### src/rtl/core_pipeline_pkg.sv
// Shared pipeline control types: forwarding selects and hazard FSM states.
package core_pipeline_pkg;

  typedef enum logic [1:0] {
    FWD_REGFILE = 2'b00,
    FWD_WB      = 2'b01,
    FWD_MEM     = 2'b10
  } fwd_sel_e;

  typedef enum logic [1:0] {
    ST_RUN,
    ST_MEM_WAIT,
    ST_MEM_ERR
  } hz_state_e;

endpackage

### src/rtl/forwarding_unit.sv
// EX operand bypass selection; MEM result is younger so it wins over WB.
module forwarding_unit
  import core_pipeline_pkg::*;
#(
  parameter int REG_ADDR_W = 5
) (
  input  logic [REG_ADDR_W-1:0] exRs1_i,
  input  logic [REG_ADDR_W-1:0] exRs2_i,
  input  logic [REG_ADDR_W-1:0] memRd_i,
  input  logic                  memRegWrite_i,
  input  logic [REG_ADDR_W-1:0] wbRd_i,
  input  logic                  wbRegWrite_i,
  output fwd_sel_e              fwdA_o,
  output fwd_sel_e              fwdB_o
);

  logic memLive;
  logic wbLive;

  assign memLive = memRegWrite_i && (memRd_i != '0);
  assign wbLive  = wbRegWrite_i && (wbRd_i != '0);

  always_comb begin
    fwdA_o = FWD_REGFILE;
    fwdB_o = FWD_REGFILE;
    if (memLive && memRd_i == exRs1_i)
      fwdA_o = FWD_MEM;
    else if (wbLive && wbRd_i == exRs1_i)
      fwdA_o = FWD_WB;
    if (memLive && memRd_i == exRs2_i)
      fwdB_o = FWD_MEM;
    else if (wbLive && wbRd_i == exRs2_i)
      fwdB_o = FWD_WB;
  end

endmodule

### src/rtl/pipeline_hazard_controller.sv
// Stall/flush/forward sequencer for the 5-stage pipeline with
// data-memory wait tracking and a stall-cycle counter.
module pipeline_hazard_controller
  import core_pipeline_pkg::*;
#(
  parameter int REG_ADDR_W  = 5,
  parameter int MEM_TIMEOUT = 64,
  parameter int PERF_W      = 32
) (
  input  logic                  clock,
  input  logic                  reset,
  input  logic [REG_ADDR_W-1:0] idRs1,
  input  logic [REG_ADDR_W-1:0] idRs2,
  input  logic [REG_ADDR_W-1:0] exRs1,
  input  logic [REG_ADDR_W-1:0] exRs2,
  input  logic [REG_ADDR_W-1:0] exRd,
  input  logic                  exMemRead,
  input  logic                  exBranchTaken,
  input  logic [REG_ADDR_W-1:0] memRd,
  input  logic                  memRegWrite,
  input  logic                  memReq,
  input  logic                  memReady,
  input  logic [REG_ADDR_W-1:0] wbRd,
  input  logic                  wbRegWrite,
  output logic                  pcStall,
  output logic                  ifIdStall,
  output logic                  ifIdFlush,
  output logic                  idExStall,
  output logic                  idExFlush,
  output logic                  exMemStall,
  output logic                  memWbBubble,
  output logic [1:0]            forwardA,
  output logic [1:0]            forwardB,
  output logic                  memError,
  output logic [PERF_W-1:0]     stallCycles
);

  localparam int CNT_W = (MEM_TIMEOUT > 2) ? $clog2(MEM_TIMEOUT) : 1;

  hz_state_e         state_q, state_d;
  logic [CNT_W-1:0]  waitCnt_q, waitCnt_d;
  logic              memErr_q, memErr_d;
  logic [PERF_W-1:0] stall_q, stall_d;

  fwd_sel_e fwdA, fwdB;
  logic     memStall, brFlush, ldUse;

  forwarding_unit #(.REG_ADDR_W(REG_ADDR_W)) u_fwd (
    .exRs1_i       (exRs1),
    .exRs2_i       (exRs2),
    .memRd_i       (memRd),
    .memRegWrite_i (memRegWrite),
    .wbRd_i        (wbRd),
    .wbRegWrite_i  (wbRegWrite),
    .fwdA_o        (fwdA),
    .fwdB_o        (fwdB)
  );

  assign forwardA = reset ? FWD_REGFILE : fwdA;
  assign forwardB = reset ? FWD_REGFILE : fwdB;

  // Mutually exclusive by construction: memory wait > branch > load-use.
  assign memStall = !reset &&
    ((memReq && !memReady) || state_q == ST_MEM_ERR);
  assign brFlush  = !reset && !memStall && exBranchTaken;
  assign ldUse    = !reset && !memStall && !exBranchTaken &&
    exMemRead && (exRd != '0) &&
    (exRd == idRs1 || exRd == idRs2);

  always_comb begin
    pcStall     = 1'b0;
    ifIdStall   = 1'b0;
    ifIdFlush   = 1'b0;
    idExStall   = 1'b0;
    idExFlush   = 1'b0;
    exMemStall  = 1'b0;
    memWbBubble = 1'b0;
    unique case (1'b1)
      memStall: begin
        pcStall     = 1'b1;
        ifIdStall   = 1'b1;
        idExStall   = 1'b1;
        exMemStall  = 1'b1;
        memWbBubble = 1'b1;
      end
      brFlush: begin
        ifIdFlush = 1'b1;
        idExFlush = 1'b1;
      end
      ldUse: begin
        pcStall   = 1'b1;
        ifIdStall = 1'b1;
        idExFlush = 1'b1;
      end
      default: ;
    endcase
  end

  always_comb begin
    state_d   = state_q;
    waitCnt_d = waitCnt_q;
    memErr_d  = memErr_q;
    stall_d   = pcStall ? stall_q + PERF_W'(1) : stall_q;
    case (state_q)
      ST_RUN: begin
        if (memReq && !memReady) begin
          state_d   = ST_MEM_WAIT;
          waitCnt_d = CNT_W'(1);
        end
      end
      ST_MEM_WAIT: begin
        if (memReady) begin
          state_d   = ST_RUN;
          waitCnt_d = '0;
        end else if (waitCnt_q == CNT_W'(MEM_TIMEOUT - 1)) begin
          state_d  = ST_MEM_ERR;
          memErr_d = 1'b1;
        end else begin
          waitCnt_d = waitCnt_q + CNT_W'(1);
        end
      end
      ST_MEM_ERR: ;
      default: state_d = ST_RUN;
    endcase
  end

  always_ff @(posedge clock) begin
    if (reset) begin
      state_q   <= ST_RUN;
      waitCnt_q <= '0;
      memErr_q  <= 1'b0;
      stall_q   <= '0;
    end else begin
      state_q   <= state_d;
      waitCnt_q <= waitCnt_d;
      memErr_q  <= memErr_d;
      stall_q   <= stall_d;
    end
  end

  assign memError    = memErr_q;
  assign stallCycles = stall_q;

endmodule

### config.mk
export PLATFORM = sky130hd
export DESIGN_NAME = pipeline_hazard_controller
export DESIGN_NICKNAME = d
export VERILOG_FILES = /design/src/rtl/core_pipeline_pkg.sv /design/src/rtl/forwarding_unit.sv /design/src/rtl/pipeline_hazard_controller.sv
export SDC_FILE = /design/constraint.sdc
export NUM_CORES = 1
export LEC_CHECK = 0
export ABC_AREA = 1
export BUFFER_PORTS_ARGS = -buffer_cell sky130_fd_sc_hd__buf_2
export CAP_MARGIN = 5
export CORE_MARGIN = 5
export CORE_UTILIZATION = 55
export CTS_BUF_LIST = sky130_fd_sc_hd__clkbuf_8
export CTS_CLUSTER_SIZE = 24
export DETAILED_ROUTE_END_ITERATION = 16
export HOLD_SLACK_MARGIN = 0.02
export PLACE_DENSITY = 0.79
export SLEW_MARGIN = 20
export SYNTH_ARGS = -nofsm -noshare
export SYNTH_HDL_FRONTEND = slang
export SYNTH_SLANG_ARGS = --single-unit
### constraint.sdc
create_clock -name clock -period 1.9 [get_ports clock]
set_input_delay 0 -clock clock [delete_from_list [all_inputs] [get_ports clock]]
set_output_delay 0 -clock clock [all_outputs]
set_load 0.1 [all_outputs]
==> results.py, run 1 <==
metrics = {
    "route": {
        "first_pass_iters": 4,
        "drt_iter0_drc": 171,
        "via_per_inst": 5.14,
        "drc": 0,
        "routed_wl_um": 8830,
        "vias": 3726,
        "ant_nets": 0,
        "wl_per_cell_um": 12.2,
    },
    "cts": {
        "postCtsHoldBufs": 0,
        "numCtsBuffers": 5,
        "cts_max_level": 2,
        "clock_path_buffers": 2,
        "clock_latency_ps": 300,
        "clk_pin_slew_worst_paths_ps": 80,
        "clock_sinks": 41,
        "cts_tree": "done",
        "clockRootBuffer": "clkbuf_8",
    },
    "hold_path": {
        "min_path_type": "in -> reg",
    },
    "power": {
        "p_per_area_nw_per_um2": 607,
        "ir_drop_v": 0.000355,
        "total_power_mw": 2.45,
        "intPower_mw": 1.50,
        "switching_power_mw": 0.948,
        "power_frac_clock_pct": 28.9,
        "power_frac_seq_pct": 39.5,
        "pwr-share-comb_pct": 31.6,
        "leakage_nw": 2.04,
        "p_sw_share_pct": 38.8,
    },
    "global_route": {
        "grt_pass1_vias": 3480,
        "grt-busiest-layer": "met2",
        "grt_pass1_wl_um": 15000,
        "gr-usage-met3_pct": 5.55,
        "grtUsageMet1_pct": 28.2,
        "grtUsageMet2_pct": 41.6,
        "grt_overflow": 0,
        "grt_antenna_before_repair": 0,
        "grt_max_degree": 66,
        "gr-usage-all-layers_pct": 24.0,
    },
    "synth": {
        "yosysTopAreaCellShare_pct": 24.5,
        "synth_nets": 619,
        "ys_seq_elements": 41,
        "syn_area_per_cell_um2": 5.83,
        "synth.distinct_cells": 23,
        "synth.yosys.warnings": 0,
        "synthTopCellsByArea": "dfxtp_1, nand2_1, nor2_1, nand3_1, inv_1",
        "mappedNetlistArea_um2": 3350,
        "synth_cells": 574,
        "synth.largest_area_cell": "dfxtp_1",
        "seq_area_frac_synth_pct": 24.5,
    },
    "worst_setup_path": {
        "start_kind": "register",
        "cp_max_fo": 30,
        "end_kind": "primary output",
        "critPathArrivalTime_ps": 1730,
        "crit_type": "reg -> out",
        "required_ps": 1900,
    },
    "final_layout": {
        "final_util_pct": 68.0,
        "nets": 694,
        "areaGrowthSynthToFinish_pct": 20.3,
        "n_antenna_cell": 0,
        "drive_above_1_share_pct": 24.5,
    },
    "timing": {
        "drv_slew": 0,
        "fmax_mhz": 578,
        "setup_ws_ps": 169,
        "hold_viol_final": 0,
        "worst_pin_slew_ps": 503,
        "fin_crit_sh_pct": 91.1,
        "skew_ps": 10.9,
        "final.min_clock_period_ps": 1730,
        "relSlewSlack_pct": 66.7,
        "setup_viol": 0,
    },
    "die": {
        "io_pins": 87,
        "die_x_um": 88.0,
        "num_rows": 28,
        "start_util_pct": 56.5,
        "dieArea_um2": 7740,
        "core_um2": 5920,
        "die_h_um": 88.0,
    },
    "run_status": {
        "status": "finished clean",
    },
    "placement": {
        "place_congestion": 0.911,
        "dp_hpwl_um": 6820,
        "dp_slack_ps": 270,
        "io_buffer_count": 86,
    },
    "flow_run": {
        "drv_cap": 0,
    },
}
[power groups by stage]
stage	Sequential [mW]	Clock (mW)	Combinational [mW]
2_1_floorplan	1.25	0	0.337
3_3_place_gp	0.985	0	0.756
3_5_place_dp	0.987	0	0.771
4_1_cts	0.966	0.718	0.773
5_1_grt	0.975	0.763	0.832
6_report	0.967	0.707	0.772
[through the flow]
step	std cells	TNS, ps	cell area, µm²	hold slack, ps
after floorplan	574	-43.8	3450	202
after global placement	717	0	3900	351
after detailed placement	717	0	3900	354
after CTS	725	0	4020	32.7
after global routing	725	-6.53	4030	45.4
final	725	0	4030	36.5
[cells in the mapped netlist]
cell type  instances
a21oi_1           42
buf_4              3
nand2_2            2
nor4_1             3
nor2_2             8
inv_1             63
ha_1               2
nand3_2           11
nand2_1          166
buf_2              9
xor2_1            21
a21oi_2            1
nor2_4             1
nor3_1             4
inv_2              6
o21ai_0           10
dfxtp_1           41
nor2_1           104
nand4_1            5
clkbuf_1           3
xnor2_1           14
buf_6              7
nand3_1           48
[cells by family (layout without fill, tap and decap cells)]
group           count (synthesis)  count (layout)  share of synthesized area (%)
fa+ha+maj                       2               2                          0.748
flops                          41              41                           24.5
xor+xnor                       35              35                           9.16
simple gates                  352             352                           45.1
buf+inv                        91             167                           12.5
compound gates                 53              53                           8.04
[final cells by class]
cell class	count	area (µm²)
fillers	546	1890
multi-input cells	442	2170
inverters	69	259
flip-flops and latches	41	857
clock inverters	3	42.5
well taps	75	93.8
clock buffers	5	68.8
repair buffers	90	534
[flip-flops by register name, indices dropped and copies added (netlist names)]
register and flops:
stallCycles 32, memError 1, waitCnt_q 6, state_q 2
[cell usage in the layout, fill, tap and decap left out, types with 14 or more instances in the layout]
| master | Yosys | final |
|---|---|---|
| xnor2_1 | 14 | 14 |
| a21oi_1 | 42 | 41 |
| nor2_1 | 104 | 103 |
| dfxtp_2 | 0 | 23 |
| nand2_1 | 166 | 164 |
| xor2_1 | 21 | 21 |
| nand3_1 | 48 | 47 |
| inv_1 | 63 | 64 |
| dfxtp_1 | 41 | 16 |
| buf_2 | 9 | 83 |
[metal layers]
| layer | vias up | wire (µm) |
|---|---|---|
| met5 | - | 0 |
| met4 | 0 | 220 |
| met3 | 23 | 624 |
| met2 | 131 | 4360 |
| met1 | 1644 | 3620 |
| li1 | 1928 | - |
[worst max-delay path, cell delays in order (launching register included)]
cell and delay [ps]:
dfxtp_1 340, inv_1 60, nand2_1 160, nand3_2 140, nor2_2 140, nand2_2 90, buf_6 200, o21ai_2 110
buf_12 190
[worst paths after layout]
check             cells after the start      startpoint  slack [ps]         endpoint
setup / recovery                      8      state_q[0]         170        idExFlush
hold / removal                        4        memReady          40       state_q[0]
setup reg to reg                     10  stallCycles[0]         270  stallCycles[30]
hold reg to reg                       2        memError         490         memError
[what timing repair did]
item                       CTS  global route
buffers inserted             0             0
setup endpoints to repair    0             1
gates resized for setup      0             3
Power figures use the tool's default switching activity.
==> run 2, diff against run 1 <==
--- a/config.mk
+++ b/config.mk
@@ -14,7 +14,7 @@
 export CTS_CLUSTER_SIZE = 24
 export DETAILED_ROUTE_END_ITERATION = 16
 export HOLD_SLACK_MARGIN = 0.02
-export PLACE_DENSITY = 0.79
+export PLACE_DENSITY = 0.86
 export SLEW_MARGIN = 20
 export SYNTH_ARGS = -nofsm -noshare
 export SYNTH_HDL_FRONTEND = slang
==> results.py, run 2 (same netlist as run 1, synthesis figures left out) <==
metrics = {
    "final_layout": {
        "largest_reg_flops": 32,
        "multi_input_area_um2": 2170,
        "seqCellArea_um2": 857,
        "drive_above_1_share_pct": 24.2,
        "stdcell_area_um2": 4020,
        "areaGrowthSynthToFinish_pct": 20.1,
        "nets": 693,
        "final_cell_mix": "nand2_1, nor2_1, buf_2",
        "final_common_cell": "nand2_1",
        "fillers": 538,
        "n_antenna_cell": 0,
    },
    "global_route": {
        "grt_antenna_before_repair": 0,
        "grt_max_degree": 66,
        "gr-usage-all-layers_pct": 24.4,
        "grt_pass1_wl_um": 15200,
        "grt_pass1_vias": 3464,
        "grt_overflow": 0,
    },
    "placement": {
        "dp_slack_ps": 283,
        "dp_hpwl_um": 7010,
        "io_buffer_count": 86,
        "place_congestion": 0.945,
        "placedInstanceArea_um2": 3900,
    },
    "cts": {
        "clock_path_buffers": 2,
        "numCtsBuffers": 5,
        "cts_tree": "done",
        "cts_max_level": 2,
        "clk_pin_slew_worst_paths_ps": 80,
        "clockRootBuffer": "clkbuf_8",
        "clock_latency_ps": 300,
        "clock_sinks": 41,
    },
    "timing": {
        "fmax_mhz": 569,
        "rsz0062_at_grt": "no",
        "final.min_clock_period_ps": 1760,
        "hold_viol_final": 0,
        "fin_crit_sh_pct": 92.5,
        "relSlewSlack_pct": 66.9,
        "worst_pin_slew_ps": 500,
        "skew_ps": 5.35,
        "setup_ws_ps": 142,
        "setup_viol": 0,
        "drv_slew": 0,
    },
    "power": {
        "power_frac_seq_pct": 39.0,
        "leakage_nw": 2.04,
        "switching_power_mw": 0.953,
        "intPower_mw": 1.53,
        "power_frac_clock_pct": 29.9,
        "p_sw_share_pct": 38.4,
        "pwr-share-comb_pct": 31.1,
        "p_per_area_nw_per_um2": 618,
        "ir_drop_v": 0.000334,
    },
    "die": {
        "io_pins": 87,
        "die_h_um": 88.0,
        "dieArea_um2": 7740,
        "die_x_um": 88.0,
        "num_rows": 28,
        "core_um2": 5920,
        "start_util_pct": 56.5,
    },
    "hold_path": {
        "min_path_type": "in -> reg",
    },
    "worst_setup_path": {
        "end_kind": "primary output",
        "path_common_cell": "buf_12",
        "critPathArrivalTime_ps": 1760,
        "cp_cell_sequence": "inv_1 -> nand2_1 -> nand3_2 -> nor2_1 -> nand2_2 -> buf_12 -> nand2_8 -> buf_12",
        "cpMaxStageDelayCell": "dfxtp_1",
        "required_ps": 1900,
        "cp_max_fo": 64,
        "start_kind": "register",
        "crit_type": "reg -> out",
        "worst_path_largest_cell_delay_ps": 340,
    },
    "flow_run": {
        "drv_cap": 0,
    },
    "run_status": {
        "status": "finished clean",
    },
    "route": {
        "wl_per_cell_um": 12.4,
        "drc": 0,
        "routed_wl_um": 8980,
        "first_pass_iters": 5,
        "ant_nets": 0,
        "vias": 3728,
        "via_per_inst": 5.15,
        "drt_iter0_drc": 342,
    },
}
[run 2: power groups by stage]
stage          clock [mW]  combinational (mW)  sequential, mW
6_report            0.744               0.772           0.969
5_1_grt             0.791               0.832           0.977
4_1_cts             0.751               0.774           0.967
3_5_place_dp            0               0.772           0.988
3_3_place_gp            0               0.756           0.986
2_1_floorplan           0               0.337            1.25
[run 2: area by class of cell]
type / instances / share of cell area [%]
clock buffers: 6 / 2.06
clock inverters: 2 / 0.841
inverters: 69 / 6.45
multi-input cells: 442 / 54.0
flip-flops and latches: 41 / 21.3
well taps: 75 / 2.34
repair buffers: 89 / 13.0
[run 2: stage by stage]
stage	hold slack, ps	utilization, %	power (mW)	TNS [ps]	instances
2_1_floorplan	202	-	1.59	-43.8	574
4_1_cts	32.6	67.8	2.49	0	724
6_report	34.3	67.9	2.48	0	724
3_3_place_gp	348	65.8	1.74	0	716
5_1_grt	46.9	67.9	2.60	0	724
3_5_place_dp	355	65.8	1.76	0	716
[run 2: what timing repair did]
item	in CTS	in global routing
resized for setup	0	1
setup buffers	0	0
hold buffers	0	0
setup endpoints to repair	0	2
[run 2: path summary, 6_finish.rpt]
check,start,depth (start not counted),slack (ps),to
setup / recovery,state_q[0],8,140,pcStall
hold / removal,memReady,4,30,state_q[0]
setup reg to reg,stallCycles[0],10,270,stallCycles[30]
hold reg to reg,memError,2,450,memError
[run 2: worst max-delay path, delay by kind of cell, from the launching register on]
| family | cells | cell delay [ps] |
|---|---|---|
| AND/OR/NAND/NOR | 5 | 640 |
| flip-flops | 1 | 340 |
| buffers and inverters | 3 | 450 |
[run 2: per-layer routing]
layer / track usage (%) / part of all wire, %
met2: 43.1 / 49
met1: 30.1 / 42
met3: 4.80 / 7.7
met4: 6.97 / 1.3
met5: 0 / 0
==> run 3, diff against run 2 <==
--- a/config.mk
+++ b/config.mk
@@ -9,12 +9,13 @@
 export BUFFER_PORTS_ARGS = -buffer_cell sky130_fd_sc_hd__buf_2
 export CAP_MARGIN = 5
 export CORE_MARGIN = 5
-export CORE_UTILIZATION = 55
+export CORE_UTILIZATION = 40
 export CTS_BUF_LIST = sky130_fd_sc_hd__clkbuf_8
 export CTS_CLUSTER_SIZE = 24
 export DETAILED_ROUTE_END_ITERATION = 16
 export HOLD_SLACK_MARGIN = 0.02
-export PLACE_DENSITY = 0.86
+export PLACE_DENSITY = 0.66
+export SETUP_SLACK_MARGIN = 0.05
 export SLEW_MARGIN = 20
 export SYNTH_ARGS = -nofsm -noshare
 export SYNTH_HDL_FRONTEND = slang
==> constraint.sdc (replaced) <==
create_clock -name clock -period 2 [get_ports clock]
set_input_delay 0 -clock clock [delete_from_list [all_inputs] [get_ports clock]]
set_output_delay 0 -clock clock [all_outputs]
set_load 0.1 [all_outputs]
==> results.py, run 3 (same netlist as run 1, synthesis figures left out) <==
metrics = {
    "route": {
        "wl_per_cell_um": 12.2,
        "ant_nets": 0,
        "drc": 0,
        "first_pass_iters": 5,
        "via_per_inst": 4.81,
        "routed_wl_um": 9310,
        "drt_iter0_drc": 197,
        "vias": 3672,
    },
    "timing": {
        "worst_pin_slew_ps": 560,
        "fmax_mhz": 561,
        "setup_ws_ps": 218,
        "final.min_clock_period_ps": 1780,
        "relSlewSlack_pct": 62.6,
        "drv_slew": 0,
        "skew_ps": 6.69,
        "setup_viol": 0,
        "rsz0062_at_grt": "no",
        "hold_viol_final": 0,
        "fin_crit_sh_pct": 89.1,
    },
    "global_route": {
        "grt_max_degree": 39,
        "grt_overflow": 0,
        "grt_pass1_vias": 3418,
        "grt_antenna_before_repair": 0,
        "gr-usage-all-layers_pct": 18.4,
        "grt_pass1_wl_um": 15500,
    },
    "final_layout": {
        "nets": 702,
        "stdcell_area_um2": 4030,
        "final_cell_mix": "nand2_1, nor2_1, buf_2",
        "n_antenna_cell": 0,
        "largest_reg_flops": 32,
        "areaGrowthSynthToFinish_pct": 20.5,
        "final_common_cell": "nand2_1",
        "fillers": 856,
        "final_util_pct": 49.3,
        "instances_no_fill": 763,
        "drive_above_1_share_pct": 21.7,
    },
    "hold_path": {
        "min_path_type": "in -> reg",
    },
    "die": {
        "start_util_pct": 40.9,
        "die_x_um": 101,
        "die_h_um": 101,
        "dieArea_um2": 10300,
        "core_um2": 8180,
        "num_rows": 33,
        "io_pins": 87,
    },
    "cts": {
        "clk_pin_slew_worst_paths_ps": 80,
        "cts_max_level": 2,
        "cts_tree": "done",
        "clockRootBuffer": "clkbuf_8",
        "clock_latency_ps": 300,
        "clock_path_buffers": 2,
        "numCtsBuffers": 5,
        "clock_sinks": 41,
    },
    "run_status": {
        "status": "finished clean",
    },
    "power": {
        "total_power_mw": 2.21,
        "switching_power_mw": 0.912,
        "power_frac_clock_pct": 25.1,
        "p_per_area_nw_per_um2": 547,
        "power_frac_seq_pct": 41.4,
        "intPower_mw": 1.29,
        "p_sw_share_pct": 41.3,
        "pwr-share-comb_pct": 33.4,
        "leakage_nw": 2.06,
        "ir_drop_v": 0.000222,
    },
    "worst_setup_path": {
        "crit_type": "in -> out",
        "cp_max_fo": 38,
        "start_kind": "primary input",
        "end_kind": "primary output",
        "required_ps": 2000,
        "critPathArrivalTime_ps": 1780,
    },
    "placement": {
        "dpl.cell_count": 750,
        "placedInstanceArea_um2": 3890,
        "dp_hpwl_um": 7440,
        "io_buffer_count": 86,
        "place_congestion": 0.928,
        "dp_slack_ps": 333,
    },
    "flow_run": {
        "drv_cap": 0,
    },
}
run 3: changes by cell type in the layout (fill, tap and decap cells not counted), moves of 2 or more:
cell / delta
buf_4: +7
clkinv_2: +2
dfxtp_1: +21
dfxtp_2: -19
dfxtp_4: -2
nor4_1: +2
run 3: layer usage:
layer	global-route usage (%)	up-vias	share of wire, %
met5	0	-	0
met4	5.01	0	1.9
met3	5.10	12	5.3
met2	31.9	95	48
met1	22.1	1619	45
li1	-	1946	-
run 3: critical path, cell delays in order:
cell and delay (ps):
dlygate4sd3_1 520, buf_2 190, inv_2 70, buf_4 370, nand4_1 170, a21oi_2 120
clkbuf_4 340
run 3: path summary, 6_finish.rpt:
kind / startpoint / slack (ps) / to / cells past startpoint
worst max-delay path: reset / 220 / forwardB[0] / 7
worst min-delay path: memReady / 70 / state_q[0] / 4
worst max register to register: stallCycles[0] / 300 / stallCycles[26] / 10
worst min register to register: memError / 450 / memError / 2
run 3: per-stage QoR:
stage | setup TNS (ps) | hold WS, ps
CTS | 0 | 51.4
detailed placement | 0 | 318
finish | 0 | 68.1
global route | 0 | 74.7
floorplan | -6710 | 202
global placement | 0 | 314
run 3: timing repair:
action | in CTS | in global routing
resized for setup | 1 | 4
hold buffers | 1 | 0
buffers inserted | 0 | 4
setup endpoints to repair | 3 | 4
gates cloned | 0 | 0
endpoints found under the hold margin | 4 | 0
pin swaps | 0 | 2
run 3: final cells by class:
type	count	area, µm²	area share, %
clock buffer	5	68.8	1.71
clock inverter	3	17.5	0.435
inverter	69	259	6.43
multi-input combinational	442	2130	52.8
sequential	41	826	20.5
tap	105	131	3.26
timing repair buffer	98	599	14.9
run 3: power groups by stage:
stage | Clock (mW) | Sequential (mW) | Combinational [mW]
after floorplan | 0 | 1.18 | 0.310
final | 0.555 | 0.913 | 0.737
after detailed placement | 0 | 0.932 | 0.735
after global routing | 0.602 | 0.920 | 0.795
after CTS | 0.569 | 0.913 | 0.739
after global placement | 0 | 0.932 | 0.725
